<file path="config.mk">
export PLATFORM = sky130hd
export DESIGN_NAME = mem_access_stage_flat
export DESIGN_NICKNAME = d
export VERILOG_FILES = /design/src/rtl/mem_access_stage_if.sv /design/src/rtl/mem_access_stage.sv /design/src/flat_wrapper.sv
export SDC_FILE = /design/constraint.sdc
export NUM_CORES = 1
export LEC_CHECK = 0
export CAP_MARGIN = 15
export CORE_MARGIN = 2
export CORE_UTILIZATION = 49
export DETAILED_ROUTE_END_ITERATION = 6
export GPL_TIMING_DRIVEN = 0
export PLACE_DENSITY = 0.86
export SLEW_MARGIN = 20
export SYNTH_ARGS = -nofsm -noshare
export SYNTH_HDL_FRONTEND = slang
export SYNTH_SLANG_ARGS = --single-unit
</file>
<file path="constraint.sdc">
create_clock -name clk -period 7.1 [get_ports clk]
set_input_delay 2.13 -clock clk [delete_from_list [all_inputs] [get_ports clk]]
set_output_delay 2.13 -clock clk [all_outputs]
set_load 0.005 [all_outputs]
</file>
<file path="src/rtl/mem_access_stage_if.sv">
// rtl/mem_access_stage_if.sv - data memory request/acknowledge bus between the MEM stage and data memory
interface mem_access_stage_if;
  logic        dmem_req_o;
  logic        dmem_we_o;
  logic [31:0] dmem_addr_o;
  logic [31:0] dmem_wdata_o;
  logic [3:0]  dmem_be_o;
  logic        dmem_ack_i;
  logic [31:0] dmem_rdata_i;

  modport master (
    output dmem_req_o,
    output dmem_we_o,
    output dmem_addr_o,
    output dmem_wdata_o,
    output dmem_be_o,
    input  dmem_ack_i,
    input  dmem_rdata_i
  );

  modport slave (
    input  dmem_req_o,
    input  dmem_we_o,
    input  dmem_addr_o,
    input  dmem_wdata_o,
    input  dmem_be_o,
    output dmem_ack_i,
    output dmem_rdata_i
  );
endinterface

</file>
<file path="src/rtl/mem_access_stage.sv">
// rtl/mem_access_stage.sv - RISC-V MEM stage: pass-through, load/store handshake, lane steering, fault/timeout
module mem_access_stage #(
  parameter int DATA_MEMORY_DEPTH = 128,
  parameter int TIMEOUT_CYCLES    = 16
) (
  input  logic                clk,
  input  logic                reset,
  input  logic                valid_i,
  input  logic                mem_read_i,
  input  logic                mem_write_i,
  input  logic                reg_write_i,
  input  logic                mem_to_reg_i,
  input  logic [4:0]          write_register_i,
  input  logic [2:0]          funct3_i,
  input  logic [31:0]         alu_result_i,
  input  logic [31:0]         store_data_i,
  mem_access_stage_if.master  dmem,
  output logic                stall_o,
  output logic                memwb_valid_o,
  output logic                memwb_reg_write_o,
  output logic [4:0]          memwb_write_register_o,
  output logic [31:0]         memwb_write_data_o,
  output logic                fault_o,
  output logic                timeout_o
);
  localparam int              CW         = $clog2(TIMEOUT_CYCLES + 1);
  localparam logic [CW-1:0]   CNT_LAST   = CW'(TIMEOUT_CYCLES - 1);
  localparam logic [CW-1:0]   CNT_ONE    = CW'(1);
  localparam logic [31:0]     ADDR_LIMIT = 32'(4 * DATA_MEMORY_DEPTH);
  localparam logic [0:0]      S_IDLE     = 1'b0;
  localparam logic [0:0]      S_ACCESS   = 1'b1;

  logic [0:0]    r_state;
  logic [CW-1:0] r_cnt;
  logic          r_req;
  logic          r_we;
  logic [31:0]   r_addr;
  logic [31:0]   r_wdata;
  logic [3:0]    r_be;
  logic          r_memwb_valid;
  logic          r_memwb_reg_write;
  logic [4:0]    r_memwb_rd;
  logic [31:0]   r_memwb_data;
  logic          r_fault;
  logic          r_timeout;
  logic          r_is_load;
  logic [2:0]    r_funct3;
  logic [1:0]    r_off;
  logic          r_lat_reg_write;
  logic          r_lat_mem_to_reg;
  logic [4:0]    r_lat_rd;
  logic [31:0]   r_lat_alu;

  logic          w_mem_op;
  logic          w_illegal;
  logic          w_bad_funct3;
  logic          w_misaligned;
  logic          w_out_of_range;
  logic          w_fault;
  logic          w_ok;
  logic [31:0]   w_wdata;
  logic [3:0]    w_be;
  logic [7:0]    w_byte;
  logic [15:0]   w_half;
  logic [31:0]   w_load;
  logic          w_ack;
  logic          w_timeout_hit;

  // Request decode and store lane steering, evaluated against the EX/MEM slot in IDLE
  always_comb begin
    w_mem_op       = valid_i & (mem_read_i | mem_write_i);
    w_illegal      = mem_read_i & mem_write_i;
    w_bad_funct3   = 1'b0;
    w_misaligned   = 1'b0;
    w_out_of_range = (alu_result_i >= ADDR_LIMIT);
    if (mem_read_i) begin
      case (funct3_i)
        3'b000, 3'b100: w_misaligned = 1'b0;
        3'b001, 3'b101: w_misaligned = alu_result_i[0];
        3'b010:         w_misaligned = |alu_result_i[1:0];
        default:        w_bad_funct3 = 1'b1;
      endcase
    end else begin
      case (funct3_i)
        3'b000:  w_misaligned = 1'b0;
        3'b001:  w_misaligned = alu_result_i[0];
        3'b010:  w_misaligned = |alu_result_i[1:0];
        default: w_bad_funct3 = 1'b1;
      endcase
    end
    w_fault = w_mem_op & (w_illegal | w_bad_funct3 | w_misaligned | w_out_of_range);
    w_ok    = w_mem_op & ~w_fault;

    w_wdata = 32'd0;
    w_be    = 4'b1111;
    if (mem_write_i) begin
      case (funct3_i[1:0])
        2'b00: begin
          w_wdata = {4{store_data_i[7:0]}};
          w_be    = 4'b0001 << alu_result_i[1:0];
        end
        2'b01: begin
          w_wdata = {2{store_data_i[15:0]}};
          w_be    = alu_result_i[1] ? 4'b1100 : 4'b0011;
        end
        default: begin
          w_wdata = store_data_i;
          w_be    = 4'b1111;
        end
      endcase
    end
  end

  // Load extraction uses the latched offset/size since the slot is frozen but not trusted
  always_comb begin
    w_byte = dmem.dmem_rdata_i[{r_off, 3'b000} +: 8];
    w_half = dmem.dmem_rdata_i[{r_off[1], 4'b0000} +: 16];
    case (r_funct3)
      3'b000:  w_load = {{24{w_byte[7]}}, w_byte};
      3'b001:  w_load = {{16{w_half[15]}}, w_half};
      3'b100:  w_load = {24'd0, w_byte};
      3'b101:  w_load = {16'd0, w_half};
      default: w_load = dmem.dmem_rdata_i;
    endcase
  end

  always_comb begin
    w_ack         = dmem.dmem_ack_i;
    w_timeout_hit = (r_state == S_ACCESS) & ~w_ack & (r_cnt == CNT_LAST);
    if (r_state == S_IDLE) begin
      stall_o = w_ok;
    end else begin
      stall_o = ~w_ack & ~w_timeout_hit;
    end
  end

  always_ff @(posedge clk) begin
    if (reset) begin
      r_state           <= S_IDLE;
      r_cnt             <= '0;
      r_req             <= 1'b0;
      r_we              <= 1'b0;
      r_addr            <= 32'd0;
      r_wdata           <= 32'd0;
      r_be              <= 4'd0;
      r_memwb_valid     <= 1'b0;
      r_memwb_reg_write <= 1'b0;
      r_memwb_rd        <= 5'd0;
      r_memwb_data      <= 32'd0;
      r_fault           <= 1'b0;
      r_timeout         <= 1'b0;
      r_is_load         <= 1'b0;
      r_funct3          <= 3'd0;
      r_off             <= 2'd0;
      r_lat_reg_write   <= 1'b0;
      r_lat_mem_to_reg  <= 1'b0;
      r_lat_rd          <= 5'd0;
      r_lat_alu         <= 32'd0;
    end else begin
      r_fault   <= 1'b0;
      r_timeout <= 1'b0;
      case (r_state)
        S_IDLE: begin
          if (!valid_i) begin
            r_memwb_valid     <= 1'b0;
            r_memwb_reg_write <= 1'b0;
          end else if (!w_mem_op) begin
            r_memwb_valid     <= 1'b1;
            r_memwb_reg_write <= reg_write_i;
            r_memwb_rd        <= write_register_i;
            r_memwb_data      <= alu_result_i;
          end else if (w_fault) begin
            r_memwb_valid     <= 1'b1;
            r_memwb_reg_write <= 1'b0;
            r_memwb_rd        <= write_register_i;
            r_memwb_data      <= alu_result_i;
            r_fault           <= 1'b1;
          end else begin
            r_memwb_valid     <= 1'b0;
            r_memwb_reg_write <= 1'b0;
            r_req             <= 1'b1;
            r_we              <= mem_write_i;
            r_addr            <= {alu_result_i[31:2], 2'b00};
            r_wdata           <= w_wdata;
            r_be              <= w_be;
            r_is_load         <= mem_read_i;
            r_funct3          <= funct3_i;
            r_off             <= alu_result_i[1:0];
            r_lat_reg_write   <= reg_write_i;
            r_lat_mem_to_reg  <= mem_to_reg_i;
            r_lat_rd          <= write_register_i;
            r_lat_alu         <= alu_result_i;
            r_cnt             <= '0;
            r_state           <= S_ACCESS;
          end
        end
        default: begin
          if (w_ack) begin
            r_req             <= 1'b0;
            r_memwb_valid     <= 1'b1;
            r_memwb_reg_write <= r_is_load & r_lat_reg_write;
            r_memwb_rd        <= r_lat_rd;
            r_memwb_data      <= (r_is_load & r_lat_mem_to_reg) ? w_load : r_lat_alu;
            r_state           <= S_IDLE;
          end else if (w_timeout_hit) begin
            r_cnt             <= r_cnt + CNT_ONE;
            r_req             <= 1'b0;
            r_timeout         <= 1'b1;
            r_memwb_valid     <= 1'b1;
            r_memwb_reg_write <= 1'b0;
            r_memwb_rd        <= r_lat_rd;
            r_state           <= S_IDLE;
          end else begin
            r_cnt <= r_cnt + CNT_ONE;
          end
        end
      endcase
    end
  end

  assign dmem.dmem_req_o      = r_req;
  assign dmem.dmem_we_o       = r_we;
  assign dmem.dmem_addr_o     = r_addr;
  assign dmem.dmem_wdata_o    = r_wdata;
  assign dmem.dmem_be_o       = r_be;
  assign memwb_valid_o          = r_memwb_valid;
  assign memwb_reg_write_o      = r_memwb_reg_write;
  assign memwb_write_register_o = r_memwb_rd;
  assign memwb_write_data_o     = r_memwb_data;
  assign fault_o                = r_fault;
  assign timeout_o              = r_timeout;
endmodule
</file>
<file path="src/flat_wrapper.sv">
// flat-port wrapper written by rule: the top's interface ports become plain ports
module mem_access_stage_flat 
#(
  parameter int DATA_MEMORY_DEPTH = 128,
  parameter int TIMEOUT_CYCLES    = 16
)
  (clk, reset, valid_i, mem_read_i, mem_write_i, reg_write_i, mem_to_reg_i, write_register_i, funct3_i, alu_result_i, store_data_i, stall_o, memwb_valid_o, memwb_reg_write_o, memwb_write_register_o, memwb_write_data_o, fault_o, timeout_o, dmem_dmem_req_o, dmem_dmem_we_o, dmem_dmem_addr_o, dmem_dmem_wdata_o, dmem_dmem_be_o, dmem_dmem_ack_i, dmem_dmem_rdata_i);
  mem_access_stage_if dmem_i ();
  input  logic clk;
  input  logic reset;
  input  logic valid_i;
  input  logic mem_read_i;
  input  logic mem_write_i;
  input  logic reg_write_i;
  input  logic mem_to_reg_i;
  input  logic [4:0] write_register_i;
  input  logic [2:0] funct3_i;
  input  logic [31:0] alu_result_i;
  input  logic [31:0] store_data_i;
  output logic stall_o;
  output logic memwb_valid_o;
  output logic memwb_reg_write_o;
  output logic [4:0] memwb_write_register_o;
  output logic [31:0] memwb_write_data_o;
  output logic fault_o;
  output logic timeout_o;
  output wire logic [$bits(dmem_i.dmem_req_o)-1:0] dmem_dmem_req_o;
  output wire logic [$bits(dmem_i.dmem_we_o)-1:0] dmem_dmem_we_o;
  output wire logic [$bits(dmem_i.dmem_addr_o)-1:0] dmem_dmem_addr_o;
  output wire logic [$bits(dmem_i.dmem_wdata_o)-1:0] dmem_dmem_wdata_o;
  output wire logic [$bits(dmem_i.dmem_be_o)-1:0] dmem_dmem_be_o;
  input wire logic [$bits(dmem_i.dmem_ack_i)-1:0] dmem_dmem_ack_i;
  input wire logic [$bits(dmem_i.dmem_rdata_i)-1:0] dmem_dmem_rdata_i;
  assign dmem_dmem_req_o = dmem_i.dmem_req_o;
  assign dmem_dmem_we_o = dmem_i.dmem_we_o;
  assign dmem_dmem_addr_o = dmem_i.dmem_addr_o;
  assign dmem_dmem_wdata_o = dmem_i.dmem_wdata_o;
  assign dmem_dmem_be_o = dmem_i.dmem_be_o;
  assign dmem_i.dmem_ack_i = dmem_dmem_ack_i;
  assign dmem_i.dmem_rdata_i = dmem_dmem_rdata_i;
  mem_access_stage #(.DATA_MEMORY_DEPTH(DATA_MEMORY_DEPTH), .TIMEOUT_CYCLES(TIMEOUT_CYCLES)) u_core (.clk(clk), .reset(reset), .valid_i(valid_i), .mem_read_i(mem_read_i), .mem_write_i(mem_write_i), .reg_write_i(reg_write_i), .mem_to_reg_i(mem_to_reg_i), .write_register_i(write_register_i), .funct3_i(funct3_i), .alu_result_i(alu_result_i), .store_data_i(store_data_i), .dmem(dmem_i), .stall_o(stall_o), .memwb_valid_o(memwb_valid_o), .memwb_reg_write_o(memwb_reg_write_o), .memwb_write_register_o(memwb_write_register_o), .memwb_write_data_o(memwb_write_data_o), .fault_o(fault_o), .timeout_o(timeout_o));
endmodule
</file>
* Word level (Yosys, flattened, before mapping)
Index checks and enable logic that the tools add are counted.
** Operators by class
- Bitwise gates (word level) :: 19
- Eq/ne operators :: 14
- Mux-type cells :: 53
- Shift operators :: 3
- Order comparisons :: 1
- Add/sub/neg operators :: 1
- Reduce and logical (&&, ||, !) cells :: 16
** Operators by type and width (number)
- $mux W32 :: 7
- $pmux W32 S4 :: 1
- $pmux W32 S2 :: 1
- $mux W5 :: 11
- $ge A32 B10 Y1 const B :: 1
- $shiftx A32 B6 Y16 :: 1
- $shiftx A32 B6 Y8 :: 1
- $mux W1 :: 28
- $eq A3 B3 Y1 const B :: 4
- $reduce_and A4 Y1 :: 3
- $and A1 B1 Y1 :: 9
- $mux W4 :: 2
- $pmux W4 S2 :: 1
- $eq A3 B1 Y1 const B :: 2
- $logic_not A3 Y1 :: 2
- $not A1 Y1 :: 6
- $reduce_and A3 Y1 :: 2
- $reduce_or A3 Y1 :: 2
- $add A5 B1 Y5 const B :: 1
- $eq A5 B4 Y1 const B :: 1
- $reduce_or A5 Y1 :: 1
- $ne A2 B2 Y1 const B :: 2
- $or A1 B1 Y1 :: 4
- $pmux W1 S2 :: 2
- 10 further kinds :: 12
** Storage, ports and cells
- Output and inout port bits :: 112
- Input port bits :: 112
- Bits in registers :: 160

* Depth between registers and ports, before layout
Gate-level depths: netlist of run 1.
- Word-level depth :: 12
- Mapped depth :: 8

* Worst setup path after synthesis of run 1
No wires, ideal clock.
- Kind :: in2out
- Start :: input port alu_result_i[23]
- End :: output port stall_o
- Data required time :: 4.970 ns
- Path buffers :: 2
- Setup slack :: 1.306 ns
- Stages :: 6
- Arrival :: 3.664 ns
- Path through :: nor4_1 > nand4_1 > or4_1 > buf_2 > buf_2 > nand2_1
** On the way
- Longest elaborated chain between the ends :: 6
** Ends and longest elaborated chain
- start, declared :: line flat_wrapper.sv:18 : input logic [31:0] alu_result_i;
- $ge A32 B10 Y1 :: line mem_access_stage.sv:75 : w_out_of_range = (alu_result_i >= ADDR_LIMIT);
- $or A1 B1 Y1 :: line mem_access_stage.sv:91 : w_fault = w_mem_op & (w_illegal | w_bad_funct3 | w_misaligned | w_out_of_range);
- $and A1 B1 Y1 :: line mem_access_stage.sv:91
- $not A1 Y1 (no source line)
- $and A1 B1 Y1 :: line mem_access_stage.sv:92 : w_ok = w_mem_op & ~w_fault;
- $mux W1 :: line mem_access_stage.sv:130 : if (r_state == S_IDLE) begin
- end, declared :: line flat_wrapper.sv:20 : output logic stall_o;
Every way passes these cells.

* Final worst setup path of run 1
- Start :: input port alu_result_i[13]
- End :: output port stall_o
The elaborated chain is that of the path after synthesis.

==> key figures, run 1 <==
Worst setup path
  – CP max stage cell: or4_1
  – Crit path largest cell delay: 0.56 ns
  – Worst Path Required: slightly below 5 ns
  – Critical path class: in -> out
  – Critical Path Fanout Max: 10
  – Cell family with most CP delay: buffers and inverters
  – Critical path buffers and inverters: 4
  – CP endpoint kind: primary output
  – Worst setup SP type: primary input
  – Ordered list of cells on the worst path: clkdlybuf4s50_1, nor4_2, o2111ai_2, or4_1, buf_2, buf_2, nand2_1, clkdlybuf4s50_1
  – Crit path DAT: 4.83 ns

Floorplanning
  – Row cnt: 41
  – I/O pin count: between 200 and 250
  – Chip height: between 100 and 150 um
  – Die Area: 14100 um^2
  – Starting density of the core: between 50% and 60%
  – CORE AREA: between 10000 and 15000 um^2
  – Die span in x: around 120 um

STA
  – Worst-margin pin slew: slightly below 0.9 ns
  – Final setup violation count: 0
  – Hold Fails Final Rpt: 0
  – Fmax: around 140 MHz
  – Slew margin rel.: 40.23%
  – Final Max Tran Viols: 0
  – Fin crit period: around 7.0 ns
  – Clock Skews: about 0.006 ns
  – Hold Slack: 0.4504 ns
  – RSZ-0062 raised after global routing: no
  – Period utilisation layout: 98.03%
  – Setup TNS: 0 ns

Clock network
  – Num CTS Buffers: 17
  – H-tree depth: 4
  – CTS root buffer: clkbuf_16
  – Reg clk slew, reported paths: 0.06 ns
  – Post-CTS Hold Buffers: 0
  – CTS tree: done
  – Clock sinks: between 100 and 150
  – Worst skew pair latency: approximately 0.42 ns
  – Clock buffer depth: 2

Synthesis
  – Syn Inst Count: 730
  – Post-synth cell types: 59
  – Yosys synthesis warning count: 0
  – Ys async rst share: 0%
  – Seq/Total Area, Yosys: roughly 40%
  – Syn Std Cell Area: between 6000 and 7000 um^2
  – EDFF count, synth: 0
  – Synthesis-stage register bit count: ~130
  – Synthesized area per cell: between 8 and 9 um^2
  – Main synth FF type: dfxtp_1

Cells and area
  – Final Net Count: between 1000 and 1500
  – Most common cell after layout, fill and taps aside: clkdlybuf4s50_1
  – Ant diodes: 0
  – Layout cells sized above 1: 10.36%
  – Area Overhead vs Synth: 47.58%
  – Most frequent cells in the layout: clkdlybuf4s50_1, dfxtp_1, nand2_1
  – Non-filler cells, final: 1157

Global route
  – Number of global-route vias before repair: approximately 6500
  – Initial antenna violation count: 0
  – Total grt overflow: 0
  – Gr usage total: between 30% and 40%
  – First-pass GRT wire length: 34890 um
  – Largest net degree at the start of global routing: 17

Job
  – Max-Cap Viols: 0

Power and ir drop
  – Clk pwr share: 49.2%
  – Peak VDD IR: 0.1308 mV
  – Sequential share of power: slightly below 40%
  – Leakage: 3.523 nW
  – Pwr Total: 1.865 mW
  – Switch Pwr: approximately 0.42 mW
  – Gate power share: 11.1%
  – Internal: between 1 and 1.5 mW
  – Sw frac: between 20 and 25%
  – Power Dens Cells: 195.9 nW/um^2

Outcome
  – Outcome: finished, final reports clean

Route
  – Wire per inst: just under 20 um
  – DRT Wirelength: between 20000 and 25000 um
  – Antenna-violating nets left: 0
  – Drt initial violations: about 560
  – Vias per cell: 5.729
  – Pre-Repair DR Iteration Count: 6
  – Detailed-route via count: about 6600
  – DRC errors left: 0

Place
  – PortBufs: 220
  – Placed cell count: 1123
  – HPWL after DPL: between 15000 and 20000 um
  – Routability Congestion: just under 1

Min path
  – Min-delay worst type: reg -> reg
[worst reg2reg max path, stage by stage (launching register included)]
cell      delay, ns
dfxtp_1        0.31
clkbuf_1       0.26
clkinv_1       0.33
o211ai_1       0.45
o41ai_4        0.25
nor2_2         0.47
buf_6          0.25
mux2i_1        0.25
[repair_timing]
action / 4_1_cts / 5_1_grt
pin swaps: 2 / 0
resized for setup: 0 / 1
setup endpoints to repair: 1 / 1
setup buffers: 2 / 0
[layout make-up]
cell class                 instances  area, um^2
multi-input combinational        505        3382
timing repair buffer             222        2217
inverter                           4       15.01
sequential                       128        2562
buffer                            94       501.7
clock buffer                      23       498.0
tap                              172       215.2
clock inverter                     9       128.9
fill                             990        3202
[logic make-up (layout without fill, tap and decap cells)]
kind of cell / Yosys count / in the layout / share of synthesized area [%]
DFF: 128 / 128 / 39.72
and+or+nand+nor: 232 / 232 / 18.35
AOI/OAI and AO/OA: 202 / 202 / 22.73
buffers and inverters: 98 / 352 / 8.010
xor gates and xnor gates: 2 / 2 / 0.2716
muxes: 65 / 65 / 10.47
adders and majority gates: 2 / 2 / 0.3878
other: 1 / 2 / 0.05813
[power groups by stage]
stage / logic (mW) / registers (mW) / clock network (mW)
3_5_place_dp: 0.203 / 0.754 / 0
4_1_cts: 0.205 / 0.739 / 0.922
5_1_grt: 0.220 / 0.740 / 0.962
2_1_floorplan: 0.0759 / 0.755 / 0
6_report: 0.208 / 0.739 / 0.918
3_3_place_gp: 0.202 / 0.754 / 0
[path summary, 6_finish.rpt]
kind	start	depth (start not counted)	end	slack, ns
hold reg to reg	u_core.dmem.dmem_wdata_o[25]$_SDFFE_PP0P_	2	u_core.dmem.dmem_wdata_o[25]$_SDFFE_PP0P_	0.45
setup reg to reg	u_core.r_state$_SDFF_PP0_	7	u_core.memwb_write_data_o[12]$_SDFFE_PP0P_	4.46
setup / recovery	alu_result_i[13]	8	stall_o	0.14
hold / removal	u_core.dmem.dmem_wdata_o[25]$_SDFFE_PP0P_	2	u_core.dmem.dmem_wdata_o[25]$_SDFFE_PP0P_	0.45
[cells in the mapped netlist (3+ instances only)]
master     instances  area, um^2
dfxtp_1          128        2562
nand2_1           68       255.2
mux2i_1           54       540.5
nor2_1            51       191.4
clkbuf_1          48       180.2
a21oi_1           46       230.2
and2_1            40       250.2
o21ai_0           33       165.2
buf_4             32       240.2
nand2b_1          28       175.2
a211oi_1          24       180.2
a22o_1            14       122.6
o2bb2ai_1         14       122.6
buf_2             11       55.05
mux2_2            10       112.6
o211ai_1           9       67.56
a221o_1            8       80.08
a222oi_1           8       80.08
a311oi_1           8       70.07
nand3b_1           8       60.06
nand3_1            7       35.03
o2111ai_1          7       61.31
o32ai_1            7       61.31
nor2b_1            5       31.28
nor3_1             5       25.02
o31ai_1            5       37.54
a31oi_1            3       18.77
inv_1              3       11.26
nor3b_1            3       22.52
nor4_1             3       18.77
or2_2              3       18.77
[layer usage]
metal  part of all wire, %  wire (um)  track usage [%]  vias to the layer above
li1                      -          -                -                     3105
met1                    40       9101            39.43                     3060
met2                    46      10270            50.72                      395
met3                    10       2363            8.591                       69
met4                   3.6        823            14.96                        0
met5                     0          0                0                        -
[through the flow]
step | cell area (um^2) | util [%] | worst slack [ns]
3_5_place_dp | 8872 | 69.74 | -0.08972
5_1_grt | 9520 | 74.83 | 0.01849
4_1_cts | 9514 | 74.78 | 0.1465
2_1_floorplan | 6455 | - | 1.306
3_3_place_gp | 8872 | 69.74 | -0.03180
6_report | 9520 | 74.83 | 0.1398
No activity file was read; power rests on OpenSTA's default activity.
==> inputs of run 2 (changes only) <==
- SLEW_MARGIN: 20 -> unset
==> results of run 2 <==
Final layout, timing and power as in run 1 (identical DEF).
==> inputs of run 3 (changes only) <==
- RECOVER_POWER: unset -> 100
==> key figures, run 3 (synthesis gave the netlist of run 1 again) <==
Worst setup path
  – Crit path largest cell delay: 0.56 ns (about the same)
  – Critical path class: in -> out
  – Cell family with most CP delay: buffers and inverters
  – Critical path buffers and inverters: 4 (unchanged)
  – Worst setup SP type: primary input
  – CP max stage cell: or4_1
  – Critical Path Fanout Max: 10 (unchanged)
  – Crit path DAT: 4.79 ns (-0.04 ns)
  – CP endpoint kind: primary output
  – Worst Path Required: 4.97 ns (about the same)
  – Ordered list of cells on the worst path: clkdlybuf4s50_1, nor4_2, o2111ai_1, or4_1, buf_2, buf_2, nand2_1, clkdlybuf4s50_1

Power and ir drop
  – Sequential share of power: 39.7% (about the same)
  – Leakage: 3.767 nW (+6.9%)
  – Peak VDD IR: 0.1307 mV (-0.12%)
  – Pwr Total: 1.860 mW (-0.27%)
  – Power Dens Cells: 196.9 nW/um^2 (+0.53%)
  – Switch Pwr: 0.4211 mW (+0.37%)
  – Clk pwr share: 49.5% (+0.3 points)
  – Sw frac: 22.64% (+0.14 points)
  – Internal: 1.439 mW (-0.45%)
  – Gate power share: 10.7% (-0.4 points)

Clock network
  – Clock sinks: 128 (unchanged)
  – H-tree depth: 4 (unchanged)
  – Reg clk slew, reported paths: 0.06 ns (about the same)
  – CTS tree: done
  – Clock buffer depth: 2 (unchanged)
  – CTS root buffer: clkbuf_16
  – Worst skew pair latency: 0.42 ns (about the same)
  – Num CTS Buffers: 17 (unchanged)

Floorplanning
  – Die span in x: 118.7 um (unchanged)
  – Chip height: 118.7 um (unchanged)
  – CORE AREA: 12720 um^2 (unchanged)
  – Starting density of the core: 50.71% (unchanged)
  – I/O pin count: 224 (unchanged)
  – Row cnt: 41 (unchanged)
  – Die Area: 14100 um^2 (unchanged)

STA
  – Fmax: 144.5 MHz (+0.54%)
  – Clock Skews: 0.004593 ns (-0.001409 ns)
  – Worst-margin pin slew: 1.561 ns (+0.6675 ns)
  – RSZ-0062 raised after global routing: no
  – Hold Fails Final Rpt: 0 (unchanged)
  – Period utilisation layout: 97.50% (-0.53 points)
  – Slew margin rel.: -5.413% (-46 points)
  – Final setup violation count: 0 (unchanged)
  – Final Max Tran Viols: 9 (+9)
  – Hold Slack: 0.4453 ns (-0.005094 ns)
  – Setup TNS: 0 ns (unchanged)
  – Fin crit period: 6.923 ns (-0.03746 ns)

Place
  – PortBufs: 220 (unchanged)
  – Routability Congestion: 0.9684 (unchanged)
  – HPWL after DPL: 17080 um (unchanged)
  – Placed cell count: 1123 (unchanged)

Route
  – Antenna-violating nets left: 0 (unchanged)
  – Vias per cell: 5.722 (-0.14%)
  – Drt initial violations: 522 (-7.1%)
  – DRC errors left: 1 (+1)
  – Wire per inst: 19.43 um (-0.37%)
  – Detailed-route via count: 6620 (-0.14%)
  – Pre-Repair DR Iteration Count: 7 (+1)
  – DRT Wirelength: 22480 um (-0.37%)

Cells and area
  – Ant diodes: 0 (unchanged)
  – Layout cells sized above 1: 8.832% (-1.5 points)
  – Most common cell after layout, fill and taps aside: dfxtp_1
  – Multi-input logic area: 3337 um^2 (-1.3%)
  – Final Net Count: 1086 (unchanged)
  – Register area: 2562 um^2 (unchanged)
  – Non-filler cells, final: 1157 (unchanged)
  – Area Overhead vs Synth: 46.41%
  – Most frequent cells in the layout: dfxtp_1, clkdlybuf4s50_1, dlygate4sd3_1
  – Fillers: 1003 (+1.3%)

Min path
  – Min-delay worst type: reg -> reg

Global route
  – Largest net degree at the start of global routing: 17 (unchanged)
  – Total grt overflow: 0 (unchanged)
  – First-pass GRT wire length: 34890 um (unchanged)
  – Initial antenna violation count: 0 (unchanged)
  – Gr usage total: 31.66% (unchanged)
  – Number of global-route vias before repair: 6489 (unchanged)

Job
  – Max-Cap Viols: 1 (+1)

Outcome
  – Failing checks: design-rule violations, max-capacitance violations, max-slew violations
  – Outcome: complete, but fails checks
[run 3: changes by cell type in the layout (fill, tap and decap cells not counted), sizes merged]
cell / before / now
buf: 48 / 32
clkbuf: 71 / 87
clkdlybuf4s50: 220 / 117
dlygate4sd3: 0 / 103
[run 3: metal layers]
metal  global-route usage, %  vias up  part of all wire (%)  wire (um)
li1                        -     3113                     -          -
met1                   39.43     3051                    41       9123
met2                   50.72      388                    46      10250
met3                   8.591       68                    10       2291
met4                   14.96        0                   3.6        808
met5                       0        -                     0          0
[run 3: final timing paths]
| check | from | end | slack [ns] | depth (start not counted) |
|---|---|---|---|---|
| max | alu_result_i[13] | stall_o | 0.18 | 8 |
| min | u_core.dmem.dmem_we_o$_SDFFE_PP0P_ | u_core.dmem.dmem_we_o$_SDFFE_PP0P_ | 0.45 | 1 |
| max reg2reg | u_core.r_state$_SDFF_PP0_ | u_core.memwb_write_data_o[12]$_SDFFE_PP0P_ | 3.49 | 7 |
| min reg2reg | u_core.dmem.dmem_we_o$_SDFFE_PP0P_ | u_core.dmem.dmem_we_o$_SDFFE_PP0P_ | 0.45 | 1 |
[run 3: power by group through the flow]
stage | Clock [mW] | Combinational (mW) | Sequential (mW)
detailed placement | 0 | 0.203 | 0.754
global route | 0.962 | 0.212 | 0.740
finish | 0.921 | 0.200 | 0.739
floorplan | 0 | 0.0759 | 0.755
global placement | 0 | 0.202 | 0.754
CTS | 0.922 | 0.205 | 0.739
[run 3: repair_timing]
action,in CTS,in global routing
setup endpoints to repair,1,1
hold buffers,0,0
setup buffers,2,0
resized for setup,0,1
pin swaps,2,0
[run 3: worst reg2reg max path: cells and delay by family, from the launching register on]
family,cells,cell delay (ns)
simple gates,1,0.52
flops,1,0.30
buf+inv,3,0.82
compound gates,2,1.60
mux,1,0.29
[run 3: area by class of cell]
type                       count  area share, %
multi-input combinational    505          35.33
clock inverter                 9          1.364
buffer                        94          5.034
tap                          172          2.278
inverter                       4         0.1590
sequential                   128          27.13
clock buffer                  23          5.272
timing repair buffer         222          23.43
[run 3: stage by stage]
| step | area [um^2] | setup slack [ns] | util (%) |
|---|---|---|---|
| finish | 9445 | 0.1773 | 74.24 |
| global route | 9445 | 0.02204 | 74.24 |
| CTS | 9514 | 0.1465 | 74.78 |
| detailed placement | 8872 | -0.08972 | 69.74 |
| global placement | 8872 | -0.03180 | 69.74 |
| floorplan | 6455 | 1.306 | - |
